$ cat src/rtl/adc_serial_controller_if.sv
// rtl/adc_serial_controller_if.sv - request, ADC pin and sample signals of the ADC serial controller
interface adc_serial_controller_if #(
  parameter int DATA_BITS = 12
);
  logic                 start_conversion;
  logic [2:0]           channel_select;
  logic                 adc_data_in;
  logic                 adc_serial_clock;
  logic                 sync_adc;
  logic                 adc_data_out;
  logic [DATA_BITS-1:0] sample_data;
  logic [2:0]           sample_channel;
  logic                 sample_valid;
  logic                 busy;

  modport master (
    input  start_conversion, channel_select, adc_data_in,
    output adc_serial_clock, sync_adc, adc_data_out,
    output sample_data, sample_channel, sample_valid, busy
  );

  modport slave (
    output start_conversion, channel_select, adc_data_in,
    input  adc_serial_clock, sync_adc, adc_data_out,
    input  sample_data, sample_channel, sample_valid, busy
  );
endinterface

$ cat src/rtl/adc_serial_controller.sv
// rtl/adc_serial_controller.sv - master-side serial framing, address shift-out and sample capture for the ADC
module adc_serial_controller #(
  parameter int CLK_DIV    = 4,
  parameter int FRAME_BITS = 16,
  parameter int DATA_BITS  = 12,
  parameter int ADDR_POS   = 2
) (
  input  logic                     clk,
  input  logic                     rst_n,
  adc_serial_controller_if.master  bus
);
  typedef enum logic [1:0] {IDLE, SETUP, SHIFT, HOLD} state_t;

  localparam int CW = (CLK_DIV > 1) ? $clog2(2 * CLK_DIV) : 1;
  localparam int BW = (FRAME_BITS > 1) ? $clog2(FRAME_BITS) : 1;
  localparam logic [CW-1:0] HALF_LAST = CW'(CLK_DIV - 1);
  localparam logic [CW-1:0] PER_LAST  = CW'(2 * CLK_DIV - 1);
  localparam logic [BW-1:0] BIT_LAST  = BW'(FRAME_BITS - 1);

  state_t               state;
  logic [CW-1:0]        cnt;
  logic [BW-1:0]        bit_idx;
  logic [2:0]           ch_lat;
  logic [DATA_BITS-1:0] rx;

  // Command word: channel address MSB first at ADDR_POS, zeros elsewhere.
  function automatic logic cmd_bit(input logic [BW-1:0] k, input logic [2:0] ch);
    int idx;
    idx = int'(k) - ADDR_POS;
    case (idx)
      0:       cmd_bit = ch[2];
      1:       cmd_bit = ch[1];
      2:       cmd_bit = ch[0];
      default: cmd_bit = 1'b0;
    endcase
  endfunction

  always_ff @(posedge clk or negedge rst_n) begin
    if (!rst_n) begin
      state                <= IDLE;
      cnt                  <= '0;
      bit_idx              <= '0;
      ch_lat               <= '0;
      rx                   <= '0;
      bus.adc_serial_clock <= 1'b1;
      bus.sync_adc         <= 1'b1;
      bus.adc_data_out     <= 1'b0;
      bus.sample_data      <= '0;
      bus.sample_channel   <= '0;
      bus.sample_valid     <= 1'b0;
      bus.busy             <= 1'b0;
    end else begin
      bus.sample_valid <= 1'b0;
      case (state)
        IDLE: begin
          if (bus.start_conversion) begin
            state        <= SETUP;
            ch_lat       <= bus.channel_select;
            cnt          <= '0;
            bus.sync_adc <= 1'b0;
            bus.busy     <= 1'b1;
          end
        end
        SETUP: begin
          if (cnt == HALF_LAST) begin
            state                <= SHIFT;
            cnt                  <= '0;
            bit_idx              <= '0;
            bus.adc_serial_clock <= 1'b0;
            bus.adc_data_out     <= cmd_bit('0, ch_lat);
          end else begin
            cnt <= cnt + 1'b1;
          end
        end
        SHIFT: begin
          // cnt spans one full SCLK period: low half, then high half.
          if (cnt == HALF_LAST) begin
            bus.adc_serial_clock <= 1'b1;
            rx                   <= {rx[DATA_BITS-2:0], bus.adc_data_in};
          end
          if (cnt == PER_LAST) begin
            cnt <= '0;
            if (bit_idx == BIT_LAST) begin
              state            <= HOLD;
              bus.adc_data_out <= 1'b0;
            end else begin
              bit_idx              <= bit_idx + 1'b1;
              bus.adc_serial_clock <= 1'b0;
              bus.adc_data_out     <= cmd_bit(bit_idx + 1'b1, ch_lat);
            end
          end else begin
            cnt <= cnt + 1'b1;
          end
        end
        HOLD: begin
          if (cnt == HALF_LAST) begin
            state              <= IDLE;
            cnt                <= '0;
            bus.sync_adc       <= 1'b1;
            bus.busy           <= 1'b0;
            bus.sample_data    <= rx;
            bus.sample_channel <= ch_lat;
            bus.sample_valid   <= 1'b1;
          end else begin
            cnt <= cnt + 1'b1;
          end
        end
        default: state <= IDLE;
      endcase
    end
  end
endmodule

$ cat src/flat_wrapper.sv
// flat-port wrapper written by rule: the top's interface ports become plain ports
module adc_serial_controller_flat 
#(
  parameter int CLK_DIV    = 4,
  parameter int FRAME_BITS = 16,
  parameter int DATA_BITS  = 12,
  parameter int ADDR_POS   = 2
)
  (clk, rst_n, bus_start_conversion, bus_channel_select, bus_adc_data_in, bus_adc_serial_clock, bus_sync_adc, bus_adc_data_out, bus_sample_data, bus_sample_channel, bus_sample_valid, bus_busy);
  adc_serial_controller_if #(.DATA_BITS(DATA_BITS)) bus_i ();
  input  logic clk;
  input  logic rst_n;
  input wire logic [$bits(bus_i.start_conversion)-1:0] bus_start_conversion;
  input wire logic [$bits(bus_i.channel_select)-1:0] bus_channel_select;
  input wire logic [$bits(bus_i.adc_data_in)-1:0] bus_adc_data_in;
  output wire logic [$bits(bus_i.adc_serial_clock)-1:0] bus_adc_serial_clock;
  output wire logic [$bits(bus_i.sync_adc)-1:0] bus_sync_adc;
  output wire logic [$bits(bus_i.adc_data_out)-1:0] bus_adc_data_out;
  output wire logic [$bits(bus_i.sample_data)-1:0] bus_sample_data;
  output wire logic [$bits(bus_i.sample_channel)-1:0] bus_sample_channel;
  output wire logic [$bits(bus_i.sample_valid)-1:0] bus_sample_valid;
  output wire logic [$bits(bus_i.busy)-1:0] bus_busy;
  assign bus_i.start_conversion = bus_start_conversion;
  assign bus_i.channel_select = bus_channel_select;
  assign bus_i.adc_data_in = bus_adc_data_in;
  assign bus_adc_serial_clock = bus_i.adc_serial_clock;
  assign bus_sync_adc = bus_i.sync_adc;
  assign bus_adc_data_out = bus_i.adc_data_out;
  assign bus_sample_data = bus_i.sample_data;
  assign bus_sample_channel = bus_i.sample_channel;
  assign bus_sample_valid = bus_i.sample_valid;
  assign bus_busy = bus_i.busy;
  adc_serial_controller #(.CLK_DIV(CLK_DIV), .FRAME_BITS(FRAME_BITS), .DATA_BITS(DATA_BITS), .ADDR_POS(ADDR_POS)) u_core (.clk(clk), .rst_n(rst_n), .bus(bus_i));
endmodule
$ cat config.mk
export PLATFORM = sky130hd
export DESIGN_NAME = adc_serial_controller_flat
export DESIGN_NICKNAME = d
export VERILOG_FILES = /design/src/rtl/adc_serial_controller_if.sv /design/src/rtl/adc_serial_controller.sv /design/src/flat_wrapper.sv
export SDC_FILE = /design/constraint.sdc
export NUM_CORES = 1
export LEC_CHECK = 0
export BUFFER_PORTS_ARGS = -buffer_cell sky130_fd_sc_hd__buf_2
export CAP_MARGIN = 20
export CELL_PAD_IN_SITES_DETAIL_PLACEMENT = 1
export CELL_PAD_IN_SITES_GLOBAL_PLACEMENT = 2
export CORE_UTILIZATION = 35
export DETAILED_ROUTE_END_ITERATION = 16
export GPL_TIMING_DRIVEN = 0
export HOLD_SLACK_MARGIN = 0.03
export PLACE_DENSITY_LB_ADDON = 0.12
export SLEW_MARGIN = 15
export SYNTH_ARGS = -nofsm -noshare
export SYNTH_HDL_FRONTEND = slang
export SYNTH_SLANG_ARGS = --single-unit
$ cat constraint.sdc
create_clock -name clk -period 1.8 [get_ports clk]
set_clock_uncertainty 0.1 [all_clocks]
set_input_delay 0.09 -clock clk [delete_from_list [all_inputs] [get_ports clk]]
set_output_delay 0.09 -clock clk [all_outputs]
set_load 0.01 [all_outputs]
* Yosys cells after proc, flatten, opt, wreduce, memory -nomap -nowiden *
Index checks and enable logic that the tools add are counted.

operators by class
  add/subtract/negate cells = 3
  equality and inequality tests = 14
  multiplexer cells = 30
  reduce and logical (&&, ||, !) cells = 13

operators by type and width
  cell                 count
  $eq 32x1->1 const B  1
  $eq 32x2->1 const B  1
  $logic_not 32->1     1
  $mux 4               3
  $mux 1               11
  $mux 2               5
  $mux 3               3
  $pmux 3 s3           1
  $ne 2x1->1 const B   4
  $pmux 1 s2           4
  $pmux 2 s4           1
  $pmux 4 s2           1
  $reduce_and 2->1     4
  $reduce_and 3->1     2
  $reduce_and 5->1     1
  $sub 4x2->5 const B  1
  $add 4x1->4 const B  1
  $eq 2x2->1 const B   2
  $eq 4x4->1 const B   1
  $ne 2x2->1 const B   2
  $reduce_and 4->1     1
  $reduce_bool 2->1    2
  $add 3x1->3 const B  1
  $eq 3x2->1 const B   1
  5 further kinds      5

word-level totals
  register bits after elaboration = 44
  bits of input ports = 7
  logic and storage cells = 72

* Depth between registers and ports, before layout *
Gate-level depths: netlist of the first run.

  depth in word-level cells = 7
  gate-level depth with buffers = 7

* Worst setup path after synthesis of the first run *
Ideal clock, no wire load.

  path kind = register to register
  start point = register u_core.cnt[0]
  end point = register u_core.rx[10]
  library setup time = 128 ps
  data arrival time = 1,563 ps
  slack = 10 ps
  stages on the path, launching flop included = 7
  buffers on the path = 2
  path through = dfrtp_1 > ha_1 > ha_1 > buf_4 > nand2_1 > buf_2 > mux2_1

on the way
  longest elaborated chain between the ends = 2

ends and longest elaborated chain
  what                               line                          RTL
  start, declared                    adc_serial_controller.sv:21   logic [CW-1:0] cnt;
  start signal, assigned             adc_serial_controller.sv:72   cnt <= cnt + 1'b1;
  start signal, assigned             adc_serial_controller.sv:92   cnt <= cnt + 1'b1;
  start signal, assigned             adc_serial_controller.sv:105  cnt <= cnt + 1'b1;
  $eq 3x2->1                         adc_serial_controller.sv:77   if (cnt == HALF_LAST) begin
  $reduce_and 2->1 (no source line)  --
  end signal, assigned               adc_serial_controller.sv:79   rx <= {rx[DATA_BITS-2:0], bus.adc_data_in};
  end, declared                      adc_serial_controller.sv:24   logic [DATA_BITS-1:0] rx;

Every way passes these cells.
A chain may end at the register's enable or synchronous reset.

* Worst setup path in the final report of the first run *
  start point = register u_core.cnt[0]
  end point = register u_core.bit_idx[0]

on the way
  longest elaborated chain between the ends = 3

ends and longest elaborated chain
  what                                             line                                                      RTL
  $eq 3x3->1 / $eq 3x2->1 (equally long branches)  adc_serial_controller.sv:81, adc_serial_controller.sv:65
  $ne 2x1->1 (no source line)                      --
  $reduce_and 4->1 (no source line) *              --
  end signal, assigned                             adc_serial_controller.sv:87                               bit_idx <= bit_idx + 1'b1;
  end, declared                                    adc_serial_controller.sv:22                               logic [BW-1:0] bit_idx;

Mark *: on every way between the ends. The rest lies on a longest branch, timed or not.

==> run metrics, run 1 <==
number of port buffers=26; GRT busiest layer=met2; Routed WL=4.31 mm; post-DP HPWL=2.92 mm; reg2reg start=u_core.cnt[0]$_DFFE_PN0N_; DRC errors left=0; via count=1350; initial antenna violation count=0; CP Launch Point=u_core.cnt[0]$_DFFE_PN0N_; grt met3 use=2.99%; pwr dens=1340 nW/um^2; outcome=finished, final reports clean; Critical path destination=u_core.bit_idx[0]$_DFFE_PN0P_; flop2flop setup slack=0.04 ns; setup violators final=0; clk sink count=44; Clock transition at path regs=0.09 ns; Rel. slew slack=34.2%; register area=1110 um^2; GR Util All Layers=15.2%; GP Congestion=0.766; vias in the first global route=1496; Fmax=569 MHz; XOR/XNOR Fraction of Synth Area=0.849%; Synth Area in Compound Gates=10.0%; vias per inst=4.89; critical-path cell list=ha_4 > ha_1 > buf_6 > nand2b_4 > nand4_2 > mux2_4 > o22ai_2; starting density of the core=36.8%; CP max stage cell=dfrtp_1; fin. max-slew vios=0; core outline area=5610 um^2; DR pass1 iterations=4; Die W=78.8 um; Seq/Total Area, Yosys=53.5%; Min Clock Period, post-route=1.76 ns; RSZ-0062 raised after global routing=yes; first-pass GRT wire length=7.25 mm; CP peak stage delay=0.41 ns; Distinct cells, synth=35; Clock Latency Late Sink=0.29 ns; Fillers=610; Final ANT Viol Nets=0; Max-Cap Viols=0; DR iter-0 viols=39; Area Overhead vs Synth=27.9%; met1 usage=18.6%; Setup Crit Path Kind=reg -> reg; Static Leak=1.32 nW; Crit path arrival time=1.87 ns; Avg Synthesized Cell Area=13.0 um^2; io pins=27; hold path start=u_core.bus.sample_data[8]$_DFFE_PN0P_; worst-path fanout max=6; Peak supply drop=0.000619 V; critical path's top delay family=flip-flops; largest family of logic cells by synthesized area=multiplexers; post-synthesis mux area share=18.0%; Hold Path Depth=1; worst slew pin tran=0.987 ns; WP buf/inv=1; H-tree depth=2; Simple-Gate Fraction of Synth Area=6.37%; Num CTS Buffers=5; die area=6210 um^2; Final nets=224; fin util=47.1%; num rows=27; Levels on crit path=7; Die H=78.8 um; cells on worst reg2reg path=7; CP endpoint kind=register; Final Hold Fails=0; CTS max path bufs=2; fin crit share=97.6%; Startpoint Class=register; multi-input logic area=1030 um^2; total grt overflow=0; GR Layer Usage met2=26.3%; Pwr Total=3.54 mW; syn nets=180; post-synthesis register bit count=44; Post-Syn Area=2060 um^2; Post-Synth Adder-Cell Area=8.49%; n_diodes=0; Post-Synthesis Cells=159; worst flop-to-flop path endpoint=u_core.bit_idx[0]$_DFFE_PN0P_; wire length per cell=15.6 um; hold crit path type=reg -> reg; CP required=1.91 ns; Ys Warns=0; CTS tree=done; largest net degree at the start of global routing=45; fraction of layout cells with a size suffix above 1=42.2%; CTS root buffer=clkbuf_8
-- cells in the mapped netlist --
library cell	n	area [um^2]
a22o_1	4	35.0
xnor2_1	1	8.76
nor2b_1	1	6.26
dfrtp_1	42	1050
nor2_1	3	11.3
buf_4	2	15.0
o211ai_2	1	12.5
inv_1	9	33.8
mux2_2	15	169
o21ai_1	1	5.00
o21ai_0	7	35.0
nand4_2	1	12.5
nand2b_4	1	13.8
nand2_1	10	37.5
mux2i_1	1	10.0
buf_2	2	10.0
nand2_2	1	6.26
o22ai_1	1	6.26
a222oi_1	1	10.0
o41ai_2	1	16.3
nand2b_1	2	12.5
o311ai_0	1	8.76
o32a_1	1	10.0
nor3_1	1	5.00
xor2_1	1	8.76
dfstp_2	2	52.6
ha_1	14	175
a21oi_1	8	40.0
nand3_1	2	10.0
o31ai_1	1	7.51
mux2_1	17	191
and3_1	1	6.26
nand3_2	1	10.0
a21o_1	1	7.51
o22ai_2	1	12.5
-- through the flow --
stage	hold slack [ns]	setup slack [ns]	std cells	instance area (um^2)	TNS, ns
6_report	0.391	0.0435	276	2640	0
5_1_grt	0.428	-0.0213	276	2640	-0.0515
2_1_floorplan	-0.306	0.00978	159	2060	0
3_5_place_dp	0.213	-0.197	257	2280	-3.55
3_3_place_gp	0.188	-0.170	257	2280	-2.96
4_1_cts	0.401	0.00297	273	2530	0
-- worst min-delay path by stage --
stage / end / slack, ns
2_1_floorplan: u_core.bit_idx[0]$_DFFE_PN0P_ / -0.31
3_3_place_gp: u_core.bus.sample_data[11]$_DFFE_PN0P_ / 0.19
3_5_place_dp: u_core.rx[11]$_DFFE_PN0P_ / 0.21
4_1_cts: u_core.bus.sample_data[8]$_DFFE_PN0P_ / 0.40
5_1_grt: u_core.bus.sample_data[9]$_DFFE_PN0P_ / 0.43
6_report: u_core.bus.sample_data[8]$_DFFE_PN0P_ / 0.39
-- worst register-to-register path, stage by stage, from the launching register on --
cell and delay, ns:
dfrtp_1 0.41, ha_4 0.16, ha_1 0.15, buf_6 0.15, nand2b_4 0.16, nand4_2 0.15
mux2_4 0.30, o22ai_2 0.10
-- cell usage in the layout, fill, tap and decap left out, types with 2 or more instances in the layout --
| cell type | synthesis | final |
|---|---|---|
| dfstp_2 | 2 | 2 |
| mux2_2 | 15 | 14 |
| ha_1 | 14 | 7 |
| clkbuf_8 | 0 | 5 |
| ha_4 | 0 | 4 |
| inv_1 | 9 | 8 |
| a22o_1 | 4 | 4 |
| buf_2 | 2 | 26 |
| ha_2 | 0 | 3 |
| nand2b_4 | 1 | 3 |
| mux2_1 | 17 | 17 |
| dlygate4sd3_1 | 0 | 6 |
| o21ai_0 | 7 | 7 |
| nor2_1 | 3 | 2 |
| dfrtp_2 | 0 | 3 |
| dfrtp_1 | 42 | 39 |
| nand2_1 | 10 | 9 |
| buf_6 | 0 | 2 |
| a21oi_1 | 8 | 7 |
| nand3_2 | 1 | 2 |
| buf_4 | 2 | 5 |
-- power by group --
part	internal, mW	leakage, nW	switching, mW
Clock	0.412	0.0552	0.327
Combinational	0.678	0.682	0.756
Sequential	1.19	0.578	0.182
Total	2.28	1.32	1.27
-- layer usage --
metal	up-vias	routed length, um	part of all wire (%)
li1	654	-	-
met1	675	1990	46
met2	16	2180	51
met3	5	89	2.1
met4	0	42	0.98
met5	-	0	0
-- final cells by class --
| type | count | share of cell area [%] |
|---|---|---|
| Tap cell | 72 | 3.41 |
| Buffer | 4 | 1.71 |
| Sequential cell | 44 | 42.0 |
| Multi-Input combinational cell | 102 | 38.9 |
| Clock inverter | 2 | 1.33 |
| Inverter | 9 | 1.28 |
| Clock buffer | 6 | 2.75 |
| Timing Repair Buffer | 37 | 8.63 |
-- cells by family after synthesis --
logic type | count (synthesis)
AOI/OAI and AO/OA | 29
xor gates and xnor gates | 2
adders and majority gates | 14
buffers and inverters | 13
DFF | 44
muxes | 33
and+or+nand+nor | 24
-- timing repair --
action                                 4_1_cts  5_1_grt
hold buffers                                 6        0
buffers inserted                             1        3
resized for setup                           18       19
cloned                                       1        0
setup endpoints to repair                   22       13
endpoints found under the hold margin       47        0
pin swaps                                    0        3
-- registers in the layout, indices dropped and copies added (netlist names) --
name	cells
u_core.bus.adc_data_out	1
u_core.rx	12
u_core.bus.adc_serial_clock	1
u_core.bus.sample_data	12
u_core.bus.sample_channel	3
u_core.bus.busy	1
u_core.bus.sync_adc	1
u_core.bit_idx	4
u_core.ch_lat	3
u_core.state	2
u_core.cnt	3
u_core.bus.sample_valid	1
Power figures use the tool's default switching activity.
==> inputs of run 2 (changes only) <==
--- a/config.mk
+++ b/config.mk
@@ -13,6 +13,7 @@
 export DETAILED_ROUTE_END_ITERATION = 16
 export GPL_TIMING_DRIVEN = 0
 export HOLD_SLACK_MARGIN = 0.03
+export MAX_ROUTING_LAYER = met4
 export PLACE_DENSITY_LB_ADDON = 0.12
 export SLEW_MARGIN = 15
 export SYNTH_ARGS = -nofsm -noshare
==> run 2 against run 1 <==
Hold slack is essentially flat. Design area stayed put. Critical path depth is the same. Clock-buffer cell count is the same. Non-clock buffer count stayed put. Register-to-register slack hardly changed. Combinational power is essentially flat. First-iteration DRC count decreased by 23%. Cell count unchanged. Flip-flop and latch count is the same. Clock power about the same. Worst setup slack got worse by 0.0012 ns. Highest routed layer unchanged.
==> run metrics, run 2 (same netlist as run 1, synthesis figures left out) <==
Setup Crit Path Kind=reg -> reg (unchanged); Die H=78.8 um (unchanged); fin crit share=97.6% (about the same); Fmax=569 MHz (about the same); num rows=27 (unchanged); commonest non-fill, non-tap cell in the layout=dfrtp_1 (unchanged); CP endpoint kind=register (unchanged); Startpoint Class=register (unchanged); Die W=78.8 um (unchanged); setup ws final=0.0424 ns (was 0.0435 ns); Crit path arrival time=1.87 ns (about the same); Routed WL=4.29 mm (was 4.31 mm); largest net degree at the start of global routing=45 (unchanged); die area=6210 um^2 (unchanged); outcome=finished, final reports clean (unchanged); DRC errors left=0 (unchanged); number of port buffers=26 (unchanged); vias in the first global route=1492 (was 1496); fin. max-slew vios=0 (unchanged); CTS root buffer=clkbuf_8 (unchanged); Clock Latency Late Sink=0.29 ns (about the same); Final Hold Fails=0 (unchanged); multi-input logic area=1030 um^2 (unchanged); H-tree depth=2 (unchanged); setup slack at placement=-0.197 ns (unchanged); worst slew pin tran=0.969 ns (was 0.987 ns); Max-Cap Viols=0 (unchanged); Final ANT Viol Nets=0 (unchanged); CTS max path bufs=2 (unchanged); GR Util All Layers=15.6% (was 15.2%); setup violators final=0 (unchanged); Final nets=224 (unchanged); GP Congestion=0.777 (was 0.766); core outline area=5610 um^2 (unchanged); Area Overhead vs Synth=27.9% (unchanged); DR iter-0 viols=30 (was 39); fraction of layout cells with a size suffix above 1=42.2% (unchanged); Hold Path Depth=1 (unchanged); CTS tree=done (unchanged); Static Leak=1.32 nW (unchanged); cells on worst reg2reg path=7 (unchanged); clk sink count=44 (unchanged); worst-path fanout max=6 (unchanged); register area=1110 um^2 (unchanged); Peak supply drop=0.000620 V (was 0.000619 V); Placed Area=2280 um^2 (unchanged); Rel. slew slack=35.4% (was 34.2%); Largest regs=u_core.bus.sample_data (12), u_core.rx (12), u_core.bit_idx (4) (unchanged); CP required=1.91 ns (about the same); DR pass1 iterations=4 (unchanged); Final Cell Area=2640 um^2 (unchanged); wire length per cell=15.6 um (about the same); GRT busiest layer=met2 (unchanged); total grt overflow=0 (unchanged); via count=1354 (was 1350); GR Layer Usage met2=26.3% (unchanged); Min Clock Period, post-route=1.76 ns (about the same); Num CTS Buffers=5 (unchanged); most frequent cells in the layout=dfrtp_1, buf_2, mux2_1 (unchanged); Fillers=610 (unchanged); n_diodes=0 (unchanged); hold crit path type=reg -> reg (unchanged); starting density of the core=36.8% (unchanged); grt met3 use=2.99% (unchanged); post-DP HPWL=2.92 mm (unchanged); first-pass GRT wire length=7.25 mm (unchanged); RSZ-0062 raised after global routing=yes (unchanged); Clock transition at path regs=0.09 ns (about the same); pwr dens=1340 nW/um^2 (about the same); met1 usage=18.6% (unchanged); initial antenna violation count=0 (unchanged); io pins=27 (unchanged); vias per inst=4.91 (was 4.89)
-- run 2: cell counts in the layout (fill, tap and decap cells not counted) --
Identical to the previous run, type by type.
-- run 2: repair_timing --
action | 4_1_cts | 5_1_grt
endpoints found under the setup margin | 22 | 13
hold endpoints to repair | 47 | 0
gates cloned | 1 | 0
pin swaps | 0 | 3
hold buffers | 6 | 0
gates resized for setup | 18 | 19
buffers inserted | 1 | 3
-- run 2: report_power, final --
group | total (mW) | leakage, nW | switching, mW | internal [mW]
logic | 1.43 | 0.682 | 0.750 | 0.678
registers | 1.37 | 0.578 | 0.180 | 1.19
clock network | 0.737 | 0.0552 | 0.325 | 0.412
total | 3.53 | 1.32 | 1.26 | 2.28
-- run 2: per-layer routing --
layer | wire (um) | vias up
met5 | 0 | -
met4 | 42 | 0
met3 | 92 | 5
met2 | 2210 | 18
met1 | 1950 | 679
li1 | - | 652
-- run 2: worst paths after layout --
kind | startpoint | endpoint | slack (ns)
setup / recovery | u_core.cnt[0]$_DFFE_PN0N_ | u_core.bit_idx[0]$_DFFE_PN0P_ | 0.04
hold / removal | u_core.bus.sample_data[8]$_DFFE_PN0P_ | u_core.bus.sample_data[8]$_DFFE_PN0P_ | 0.39
setup reg to reg | u_core.cnt[0]$_DFFE_PN0N_ | u_core.bit_idx[0]$_DFFE_PN0P_ | 0.04
hold reg to reg | u_core.bus.sample_data[8]$_DFFE_PN0P_ | u_core.bus.sample_data[8]$_DFFE_PN0P_ | 0.39
max in group asynchronous | rst_n | u_core.bit_idx[1]$_DFFE_PN0P_ | 0.53
min in group asynchronous | rst_n | u_core.bus.sample_data[1]$_DFFE_PN0P_ | 0.40
-- run 2: stage by stage --
step           hold WS (ns)  instances  util, %  total power [mW]  TNS (ns)
6_report              0.390        276     47.1              3.53         0
5_1_grt               0.428        276     47.1              3.80   -0.0515
4_1_cts               0.401        273     45.1              3.36         0
3_5_place_dp          0.213        257     40.7              2.50     -3.55
3_3_place_gp          0.188        257     40.7              2.44     -2.96
2_1_floorplan        -0.306        159        -              2.16         0
-- run 2: worst max-delay path: stages (launching register included) --
cell,delay (ns)
dfrtp_1,0.41
ha_4,0.16
ha_1,0.15
buf_6,0.15
nand2b_4,0.16
nand4_2,0.15
mux2_4,0.30
o22ai_2,0.10
-- run 2: layout make-up --
class,instances,share of cell area (%)
Sequential cell,44,42.0
Tap cell,72,3.41
Multi-Input combinational cell,102,38.9
Timing Repair Buffer,37,8.63
Inverter,9,1.28
Clock buffer,6,2.75
Clock inverter,2,1.33
Buffer,4,1.71
==> inputs of run 3 (changes only) <==
--- a/config.mk
+++ b/config.mk
@@ -9,7 +9,7 @@
 export CAP_MARGIN = 20
 export CELL_PAD_IN_SITES_DETAIL_PLACEMENT = 1
 export CELL_PAD_IN_SITES_GLOBAL_PLACEMENT = 2
-export CORE_UTILIZATION = 35
+export CORE_UTILIZATION = 39
 export DETAILED_ROUTE_END_ITERATION = 16
 export GPL_TIMING_DRIVEN = 0
 export HOLD_SLACK_MARGIN = 0.03
==> constraint.sdc (replaced) <==
create_clock -name clk -period 1.9 [get_ports clk]
set_clock_uncertainty 0.1 [all_clocks]
set_input_delay 0.095 -clock clk [delete_from_list [all_inputs] [get_ports clk]]
set_output_delay 0.095 -clock clk [all_outputs]
set_load 0.01 [all_outputs]
==> run 3 against run 2 <==
Hold slack got worse by 0.35 ns. Clock power is 12% higher. Non-clock buffer count down 5. Combinational power decreased by 19%. Worst setup slack gained 0.041 ns. Register-to-register slack better by 0.04 ns. Largest power group is now sequential cells. Critical endpoint is now u_core.bus.sample_data[4]$_DFFE_PN0P_. Largest cell class unchanged.
==> run metrics, run 3 (same netlist as run 1, synthesis figures left out) <==
outcome=finished, final reports clean (unchanged); Hold Path Depth=3 (was 1); total grt overflow=0 (unchanged); worst slew pin tran=0.969 ns (about the same); Clock transition at path regs=0.08 ns (was 0.09 ns); CTS root buffer=clkbuf_8 (unchanged); initial antenna violation count=0 (unchanged); via count=1342 (was 1354); io pins=27 (unchanged); GR Util All Layers=16.9% (was 15.6%); DR iter-0 viols=40 (was 30); commonest non-fill, non-tap cell in the layout=dfrtp_1 (unchanged); Rel. slew slack=35.4% (about the same); met1 usage=19.5% (was 18.6%); CP peak stage delay=0.41 ns (about the same); GR Layer Usage met2=28.2% (was 26.3%); critical-path cell list=ha_2 > ha_1 > buf_4 > nand2_4 > buf_6 > mux2_2 (was ha_4 > ha_1 > buf_6 > nand2b_4 > nand4_2 > mux2_4 > o22ai_2); Area Overhead vs Synth=21.6% (was 27.9%); Routed WL=4.06 mm (was 4.29 mm); Fmax=551 MHz (was 569 MHz); core outline area=5110 um^2 (was 5610 um^2); CP max stage cell=dfrtp_1 (unchanged); GRT busiest layer=met2 (unchanged); clk sink count=44 (unchanged); number of port buffers=26 (unchanged); Min Clock Period, post-route=1.82 ns (was 1.76 ns); Final TNS setup=0 ns (unchanged); Pwr Total=3.25 mW (was 3.53 mW); first-pass GRT wire length=6.74 mm (was 7.25 mm); CTS tree=done (unchanged); Fillers=550 (was 610); cells on worst reg2reg path=6 (was 7); Crit path arrival time=1.90 ns (was 1.87 ns); reg2reg start=u_core.cnt[0]$_DFFE_PN0N_ (unchanged); CP required=1.99 ns (was 1.91 ns); most frequent cells in the layout=dfrtp_1, buf_2, mux2_1 (unchanged); worst flop-to-flop path endpoint=u_core.bus.sample_data[4]$_DFFE_PN0P_ (was u_core.bit_idx[0]$_DFFE_PN0P_); Startpoint Class=register (unchanged); fin util=49.1% (was 47.1%); register area=1100 um^2 (was 1110 um^2); largest net degree at the start of global routing=45 (unchanged); fin. max-slew vios=0 (unchanged); setup violators final=0 (unchanged); Clock Latency Late Sink=0.30 ns (was 0.29 ns); DR pass1 iterations=4 (unchanged); CP endpoint kind=register (unchanged); die area=5590 um^2 (was 6210 um^2); multi-input logic area=932 um^2 (was 1030 um^2); CTS max path bufs=2 (unchanged); critical path's top delay family=flip-flops (unchanged); Die H=74.7 um (was 78.8 um); pwr dens=1300 nW/um^2 (was 1340 nW/um^2); Peak supply drop=0.000447 V (was 0.000620 V); Static Leak=1.29 nW (was 1.32 nW); grt met3 use=4.02% (was 2.99%); Largest regs=u_core.bus.sample_data (12), u_core.rx (12), u_core.bit_idx (4) (unchanged); H-tree depth=2 (unchanged); fin crit share=95.6% (was 97.6%); num rows=26 (was 27); Final Hold Fails=0 (unchanged); Final ANT Viol Nets=0 (unchanged); hold endpoint=u_core.bus.busy$_DFFE_PN0P_ (was u_core.bus.sample_data[8]$_DFFE_PN0P_); fraction of layout cells with a size suffix above 1=35.4% (was 42.2%); n_diodes=0 (unchanged); starting density of the core=40.4% (was 36.8%); GP Congestion=0.777 (about the same); Max-Cap Viols=0 (unchanged); Die W=74.7 um (was 78.8 um); hold path start=bus_start_conversion (was u_core.bus.sample_data[8]$_DFFE_PN0P_); wire length per cell=15.1 um (was 15.6 um); flop2flop setup slack=0.08 ns (was 0.04 ns); post-DP HPWL=2.83 mm (was 2.92 mm); WP buf/inv=2 (was 1); Num CTS Buffers=5 (unchanged); Final nets=219 (was 224); worst-path fanout max=10 (was 6); Setup Crit Path Kind=reg -> reg (unchanged); hold crit path type=in -> reg (was reg -> reg); DRC errors left=0 (unchanged); vias in the first global route=1418 (was 1492); vias per inst=5.01 (was 4.91)
==> run 3: worst reg2reg max path, stage by stage, from the launching register on <==
cell and delay (ns):
dfrtp_1 0.41, ha_2 0.21, ha_1 0.17, buf_4 0.17, nand2_4 0.13, buf_6 0.16, mux2_2 0.34
==> run 3: through the flow <==
stage,std cells,setup slack (ns),area [um^2],hold WS (ns)
3_3_place_gp,255,-0.0402,2280,0.185
5_1_grt,268,-0.00604,2510,0.109
3_5_place_dp,255,-0.0935,2280,0.211
4_1_cts,267,0.0242,2480,0.0551
2_1_floorplan,159,0.110,2060,-0.301
6_report,268,0.0837,2510,0.0446
==> run 3: metal layers <==
layer | vias to the layer above | wire length (um)
met1 | 678 | 1800
met3 | 6 | 116
li1 | 639 | -
met5 | - | 0
met4 | 0 | 71
met2 | 19 | 2070
==> run 3: cell type report <==
type | count | area share, %
flip-flops and latches | 44 | 44.0
multi-input cells | 102 | 37.2
repair buffers | 32 | 7.48
well taps | 70 | 3.49
clock buffers | 5 | 2.74
clock inverters | 2 | 2.39
plain buffers | 4 | 1.40
inverters | 9 | 1.35
==> run 3: worst max path at each step <==
stage	to	depth (start not counted)	startpoint	slack [ns]
floorplan	u_core.rx[10]$_DFFE_PN0P_	6	u_core.cnt[0]$_DFFE_PN0N_	0.11
global placement	u_core.bus.sample_data[9]$_DFFE_PN0P_	6	u_core.cnt[0]$_DFFE_PN0N_	-0.04
detailed placement	u_core.rx[9]$_DFFE_PN0P_	6	u_core.cnt[0]$_DFFE_PN0N_	-0.09
CTS	u_core.bus.sample_data[9]$_DFFE_PN0P_	6	u_core.cnt[0]$_DFFE_PN0N_	0.02
global route	u_core.bit_idx[0]$_DFFE_PN0P_	7	u_core.cnt[0]$_DFFE_PN0N_	-0.006
finish	u_core.bus.sample_data[4]$_DFFE_PN0P_	6	u_core.cnt[0]$_DFFE_PN0N_	0.08
==> run 3: timing repair <==
action / in CTS / in global routing
hold endpoints to repair: 46 / 0
resized for setup: 6 / 6
hold buffers: 5 / 0
setup buffers: 0 / 1
endpoints found under the setup margin: 20 / 24
==> run 3: power by group <==
part           switching, mW  internal [mW]  total [mW]
Sequential             0.141           1.12        1.26
Combinational          0.649          0.512        1.16
Clock                  0.312          0.517       0.829
Total                   1.10           2.15        3.25
